### src/rtl/stopwatch_pkg.sv
// ============================================================================
// stopwatch_pkg: shared encodings, converter FSM states and segment table.
// Revision: 1.0
// ============================================================================
`default_nettype none

package stopwatch_pkg;

  localparam int NUM_DIGITS = 4;

  localparam logic [1:0] STATUS_IDLE    = 2'b00;
  localparam logic [1:0] STATUS_RUNNING = 2'b01;
  localparam logic [1:0] STATUS_PAUSED  = 2'b10;

  typedef enum logic [1:0] {
    ST_IDLE = 2'd0,
    ST_CONV = 2'd1,
    ST_LOAD = 2'd2
  } conv_state_t;

  // Segment order {g,f,e,d,c,b,a}, index = BCD digit value.
  localparam logic [9:0][6:0] SEG_TABLE = {
    7'b1101111, 7'b1111111, 7'b0000111, 7'b1111101, 7'b1101101,
    7'b1100110, 7'b1001111, 7'b1011011, 7'b0000110, 7'b0111111
  };

  function automatic logic [6:0] seg_of(input logic [3:0] d);
    return (d <= 4'd9) ? SEG_TABLE[d] : 7'b0000000;
  endfunction

endpackage

`default_nettype wire

### src/rtl/bcd_dabble_seq.sv
// ============================================================================
// bcd_dabble_seq: two parallel 8-iteration shift-add-3 binary-to-BCD converters.
// Revision: 1.0
// ============================================================================
`default_nettype none

module bcd_dabble_seq (
  input  logic       clk,
  input  logic       rst,
  input  logic       start,
  input  logic [7:0] bin_a,
  input  logic [7:0] bin_b,
  output logic       busy,
  output logic       done,
  output logic [3:0] a_tens,
  output logic [3:0] a_ones,
  output logic [3:0] b_tens,
  output logic [3:0] b_ones
);

  // {tens, ones, binary}; operands are at most 99 so two BCD nibbles suffice.
  logic [15:0] sh_a;
  logic [15:0] sh_b;
  logic [2:0]  iter;

  function automatic logic [15:0] dabble_step(input logic [15:0] s);
    logic [15:0] t;
    t = s;
    if (t[11:8] >= 4'd5)  t[11:8]  = t[11:8] + 4'd3;
    if (t[15:12] >= 4'd5) t[15:12] = t[15:12] + 4'd3;
    return {t[14:0], 1'b0};
  endfunction

  always_ff @(posedge clk or posedge rst) begin
    if (rst) begin
      sh_a <= 16'd0;
      sh_b <= 16'd0;
      iter <= 3'd0;
      busy <= 1'b0;
    end else if (start) begin
      sh_a <= {8'd0, bin_a};
      sh_b <= {8'd0, bin_b};
      iter <= 3'd0;
      busy <= 1'b1;
    end else if (busy) begin
      sh_a <= dabble_step(sh_a);
      sh_b <= dabble_step(sh_b);
      iter <= iter + 3'd1;
      if (iter == 3'd7) busy <= 1'b0;
    end
  end

  // High during the cycle whose closing edge performs the final iteration.
  assign done = busy && (iter == 3'd7);

  assign a_tens = sh_a[15:12];
  assign a_ones = sh_a[11:8];
  assign b_tens = sh_b[15:12];
  assign b_ones = sh_b[11:8];

endmodule

`default_nettype wire

### src/rtl/stopwatch_display.sv
// ============================================================================
// stopwatch_display: MM.SS capture, BCD conversion and 4-digit multiplexed scan.
// Optional blanking while paused: define STOPWATCH_DISPLAY_BLINK_EN.
// Revision: 1.0
// ============================================================================
`default_nettype none

module stopwatch_display
  import stopwatch_pkg::*;
#(
  parameter int SCAN_DIV  = 1000,
  parameter int BLINK_DIV = 25000000
) (
  input  logic       clk,
  input  logic       rst,
  input  logic [7:0] minutes,
  input  logic [5:0] seconds,
  input  logic [1:0] status,
  output logic [6:0] seg,
  output logic [3:0] an,
  output logic       dp,
  output logic       ovf
);

  localparam int SCAN_W = (SCAN_DIV > 1) ? $clog2(SCAN_DIV) : 1;

  conv_state_t state;
  logic [7:0]  snap_min;
  logic [5:0]  snap_sec;
  logic        ovf_pending;
  logic [3:0]  digits [NUM_DIGITS];

  logic [7:0]  clamp_min;
  logic [7:0]  clamp_sec;
  logic        clamp_ovf;
  logic        changed;
  logic        conv_start;
  logic        conv_busy;
  logic        conv_done;
  logic [3:0]  min_tens, min_ones, sec_tens, sec_ones;

  always_comb begin
    clamp_ovf = (minutes > 8'd99);
    clamp_min = clamp_ovf ? 8'd99 : minutes;
    clamp_sec = (seconds > 6'd59) ? 8'd59 : {2'b00, seconds};
  end

  // Snapshot holds the raw inputs so a clamped value does not retrigger forever.
  assign changed    = ({minutes, seconds} != {snap_min, snap_sec});
  assign conv_start = (state == ST_IDLE) && changed;

  bcd_dabble_seq u_dabble (
    .clk    (clk),
    .rst    (rst),
    .start  (conv_start),
    .bin_a  (clamp_min),
    .bin_b  (clamp_sec),
    .busy   (conv_busy),
    .done   (conv_done),
    .a_tens (min_tens),
    .a_ones (min_ones),
    .b_tens (sec_tens),
    .b_ones (sec_ones)
  );

  always_ff @(posedge clk or posedge rst) begin
    if (rst) begin
      state       <= ST_IDLE;
      snap_min    <= 8'hFF;
      snap_sec    <= 6'h3F;
      ovf_pending <= 1'b0;
      ovf         <= 1'b0;
      for (int i = 0; i < NUM_DIGITS; i++) digits[i] <= 4'd0;
    end else begin
      case (state)
        ST_IDLE: begin
          if (changed) begin
            snap_min    <= minutes;
            snap_sec    <= seconds;
            ovf_pending <= clamp_ovf;
            state       <= ST_CONV;
          end
        end
        ST_CONV: begin
          if (conv_done) state <= ST_LOAD;
        end
        ST_LOAD: begin
          digits[0] <= sec_ones;
          digits[1] <= sec_tens;
          digits[2] <= min_ones;
          digits[3] <= min_tens;
          ovf       <= ovf_pending;
          state     <= ST_IDLE;
        end
        default: state <= ST_IDLE;
      endcase
    end
  end

  logic [SCAN_W-1:0] scan_cnt;
  logic [1:0]        digit_idx;

  always_ff @(posedge clk or posedge rst) begin
    if (rst) begin
      scan_cnt  <= '0;
      digit_idx <= 2'd0;
    end else if (scan_cnt == SCAN_W'(SCAN_DIV - 1)) begin
      scan_cnt  <= '0;
      digit_idx <= digit_idx + 2'd1;
    end else begin
      scan_cnt  <= scan_cnt + SCAN_W'(1);
    end
  end

  logic blank;

`ifdef STOPWATCH_DISPLAY_BLINK_EN
  localparam int BLINK_W = (BLINK_DIV > 1) ? $clog2(BLINK_DIV) : 1;

  logic [BLINK_W-1:0] blink_cnt;
  logic               blink_phase;

  always_ff @(posedge clk or posedge rst) begin
    if (rst) begin
      blink_cnt   <= '0;
      blink_phase <= 1'b0;
    end else if (blink_cnt == BLINK_W'(BLINK_DIV - 1)) begin
      blink_cnt   <= '0;
      blink_phase <= ~blink_phase;
    end else begin
      blink_cnt   <= blink_cnt + BLINK_W'(1);
    end
  end

  assign blank = (status == STATUS_PAUSED) && blink_phase;
`else
  logic unused_status;
  assign unused_status = ^status;
  assign blank = 1'b0;
`endif

  // Anodes keep scanning while blanked so brightness does not pulse.
  always_ff @(posedge clk or posedge rst) begin
    if (rst) begin
      seg <= 7'b0000000;
      an  <= 4'b1111;
      dp  <= 1'b0;
    end else begin
      an  <= ~(4'b0001 << digit_idx);
      seg <= blank ? 7'b0000000 : seg_of(digits[digit_idx]);
      dp  <= !blank && (digit_idx == 2'd2);
    end
  end

endmodule

`default_nettype wire

### config.mk
export PLATFORM = sky130hd
export DESIGN_NAME = stopwatch_display
export DESIGN_NICKNAME = d
export VERILOG_FILES = /design/src/rtl/stopwatch_pkg.sv /design/src/rtl/bcd_dabble_seq.sv /design/src/rtl/stopwatch_display.sv
export SDC_FILE = /design/constraint.sdc
export NUM_CORES = 1
export LEC_CHECK = 0
export CORE_AREA = 5 5 168 130
export CTS_CLUSTER_DIAMETER = 60
export DETAILED_ROUTE_END_ITERATION = 10
export DIE_AREA = 0 0 173 135
export PLACE_DENSITY = 0.37
export SLEW_MARGIN = 5
export SYNTH_ARGS = -nofsm -noshare
export SYNTH_HDL_FRONTEND = slang
export SYNTH_SLANG_ARGS = --single-unit
### constraint.sdc
create_clock -name clk -period 4.83 [get_ports clk]
set_clock_uncertainty 0.2 [all_clocks]
set_input_delay 0.7245 -clock clk [delete_from_list [all_inputs] [get_ports clk]]
set_output_delay 0.7245 -clock clk [all_outputs]
set_load 0.02 [all_outputs]
==> insert_results.sql <==
INSERT INTO impl_metrics (metric_group, metric, value, unit) VALUES
('grt', 'maximum_number_of_pins_on_one_net_before_global_route_repair', '57', ''),
('routing', 'remaining_drc_errors', '0', ''),
('grt', 'met1_usage', '12.5', '%'),
('logic_synthesis', 'yosys_register_bits', '94', ''),
('layout', 'num-fill-cells', '2127', ''),
('floorplanning', 'core_area', '0.0199', 'mm2'),
('grt', 'grt_pass1_wl', '15600', 'um'),
('setup_path', 'cp_slowest_stage_delay', '0.72', 'ns'),
('flow_run', 'cap_violations', '0', ''),
('floorplanning', 'io-pin-count', '31', ''),
('clock_network', 'cts.reportedPaths.clkPinSlew', '0.07', 'ns'),
('layout', 'ratio_of_cells_with_drive_above_1_in_the_final_layout', '13.7', '%'),
('setup_path', 'r2r.worst_path.cells', '5', ''),
('timing', 'max_freq', '317', 'MHz'),
('logic_synthesis', 'post_synth_inst_count', '400', ''),
('power', 'leakage', '2.35', 'nW'),
('layout', 'final_core_utilization', '27.0', '%'),
('routing', 'drt_pre_antenna_iters', '4', ''),
('floorplanning', 'dieArea', '0.0234', 'mm2'),
('status', 'result_of_the_run', 'complete, no violations', ''),
('logic_synthesis', 'postSynthNetCount', '438', ''),
('logic_synthesis', 'synth_edf_count', '0', ''),
('layout', 'num_antenna_cells', '0', ''),
('setup_path', 'critPathTopFamily', 'buffers and inverters', ''),
('setup_path', 'timing.critical_path.buf_inv', '2', ''),
('setup_path', 'cp-endpoint', 'snap_min[3]', ''),
('floorplanning', 'initial_utilization', '22.6', '%'),
('timing', 'slew_headroom', '33.4', '%'),
('placement', 'gp_congestion', '0.712', ''),
('clock_network', 'cts_setup_buffers', '0', ''),
('setup_path', 'critPathMaxFanout', '27', ''),
('timing', 'final_max_slew_viol_count', '0', ''),
('routing', 'routedWlPerCell', '13.1', 'um'),
('floorplanning', 'die_y', '135', 'um'),
('timing', 'setup_viol', '0', ''),
('routing', 'route.antenna.remaining_nets', '0', ''),
('clock_network', 'clock_tree.root_cell', 'sky130_fd_sc_hd__clkbuf_16', ''),
('clock_network', 'worstSkewPairLatency', '0.35', 'ns'),
('layout', 'most-common-layout-cells', 'sky130_fd_sc_hd__dfrtp_1, sky130_fd_sc_hd__nor2_1, sky130_fd_sc_hd__clkdlybuf4s50_1, sky130_fd_sc_hd__inv_1, sky130_fd_sc_hd__mux2i_1', ''),
('grt', 'globalRouteOverflowTotal', '0', ''),
('placement', 'pre_cts_ws', '1.25', 'ns'),
('setup_path', 'reg2reg_setup_slack', '2.06', 'ns'),
('clock_network', 'postCtsHoldBufs', '0', ''),
('grt', 'grt_most_used_layer', 'met1', ''),
('logic_synthesis', 'ys_top_cells_by_area', 'sky130_fd_sc_hd__dfrtp_1, sky130_fd_sc_hd__dfstp_2, sky130_fd_sc_hd__ha_1', ''),
('routing', 'wl', '9000', 'um'),
('logic_synthesis', 'ys.flop_type', 'sky130_fd_sc_hd__dfrtp_1', ''),
('logic_synthesis', 'synth_top_cell_area_share', '42.2', '%'),
('grt', 'antenna_found_initial', '0', ''),
('setup_path', 'critical_path_depth', '6', ''),
('setup_path', 'worst_r2r_endpoint', 'snap_min[3]', ''),
('timing', 'setup_ws', '1.68', 'ns'),
('setup_path', 'worst_r2r_src', 'snap_sec[4]', ''),
('power', 'power-per-cell-area', '596', 'mW/mm2'),
('setup_path', 'path_cells', 'clkdlybuf4s50_1, xor2_1, nor4_2, a41oi_4, buf_4, mux2_1', ''),
('timing', 'final_hold_viol_count', '0', ''),
('logic_synthesis', 'seq_area_frac_synth', '52.7', '%'),
('routing', 'detail_route.iter0.violations', '210', ''),
('routing', 'via_total_after_detailed_routing', '2800', ''),
('layout', 'flow.area_growth_from_synthesis', '19.4', '%'),
('clock_network', 'cts_buffers', '9', ''),
('clock_network', 'postCtsResizedCells', '0', ''),
('logic_synthesis', 'synth.largest_area_cell', 'sky130_fd_sc_hd__dfrtp_1', ''),
('grt', 'grt_util_met3', '2.49', '%'),
('clock_network', 'cts-htree-levels', '3', ''),
('floorplanning', 'fp.dieW', '173', 'um'),
('timing', 'total_negative_slack_for_setup_checks', '0', 'ns'),
('setup_path', 'worst-endpoint-required', '4.90', 'ns'),
('setup_path', 'timing.setup.critical_path_class', 'input pin to flop', ''),
('worst_hold_path', 'min-delay-path-class', 'flop to flop', ''),
('layout', 'final_common_cell', 'sky130_fd_sc_hd__dfrtp_1', '');
[registers in the layout (all words and copies together), names as in the netlist, 3 cells and up]
register	cells
snap_min	8
seg	7
u_dabble.sh_b	16
digits	16
an	4
scan_cnt	10
u_dabble.sh_a	16
snap_sec	6
u_dabble.iter	3
[through the flow]
stage	instances	area, um2	hold WS, ns
finish	689	5380	0.256
global route	689	5380	0.286
CTS	689	5380	0.265
detailed placement	673	5090	0.256
global placement	673	5090	0.249
floorplan	400	4510	0.233
[synthesized netlist by cell type, types with 5 or more instances]
master,instances
sky130_fd_sc_hd__o21ai_1,10
sky130_fd_sc_hd__nand2b_1,5
sky130_fd_sc_hd__xor2_1,18
sky130_fd_sc_hd__o21ai_0,19
sky130_fd_sc_hd__xnor2_1,9
sky130_fd_sc_hd__dfstp_2,18
sky130_fd_sc_hd__buf_2,7
sky130_fd_sc_hd__dfrtp_1,76
sky130_fd_sc_hd__mux2_2,10
sky130_fd_sc_hd__nand2_1,24
sky130_fd_sc_hd__mux2_1,10
sky130_fd_sc_hd__a21oi_1,24
sky130_fd_sc_hd__nor2_1,34
sky130_fd_sc_hd__inv_1,27
sky130_fd_sc_hd__nand3_1,12
sky130_fd_sc_hd__mux2i_1,25
sky130_fd_sc_hd__ha_1,20
[logic make-up after synthesis]
group | count (synthesis) | share of synthesized area [%]
buffers and inverters | 43 | 4.02
xor gates and xnor gates | 27 | 5.24
DFF | 94 | 52.7
muxes | 49 | 12.8
adders and majority gates | 20 | 5.55
AOI/OAI and AO/OA | 69 | 8.63
and+or+nand+nor | 98 | 11.1
[per-layer routing]
metal	vias to the layer above	share of wire [%]
met5	-	0
met4	0	1.3
met3	9	3.4
met2	31	40
met1	1335	55
li1	1425	-
[cell type report]
type,instances,area [um2],area share (%)
clock buffer,11,253,4.69
clock inverter,5,42.5,0.790
inverter,27,103,1.91
multi-input combinational,263,1970,36.6
sequential,94,2380,44.1
tap,258,323,6.00
timing repair buffer,31,315,5.86
[power by group]
group	switching (mW)	internal (mW)	total, mW
registers	0.263	1.13	1.39
logic	0.567	0.549	1.12
clock network	0.317	0.383	0.700
[worst min-delay path by stage]
stage	from	end	slack, ns	depth (start not counted)
finish	scan_cnt[0]	scan_cnt[0]	0.26	1
global route	scan_cnt[0]	scan_cnt[0]	0.29	1
CTS	scan_cnt[0]	scan_cnt[0]	0.26	1
detailed placement	scan_cnt[0]	scan_cnt[0]	0.26	1
global placement	scan_cnt[0]	scan_cnt[0]	0.25	1
floorplan	scan_cnt[0]	scan_cnt[0]	0.23	1
[worst reg2reg max path, delay by kind of cell, from the launching register on]
kind            cells  cell delay, ns
buf+inv             1            0.43
compound gates      1            0.72
mux                 1            0.37
xor+xnor            1            0.30
flops               1            0.54
simple gates        1            0.14
(Power assumes the default switching activity.)
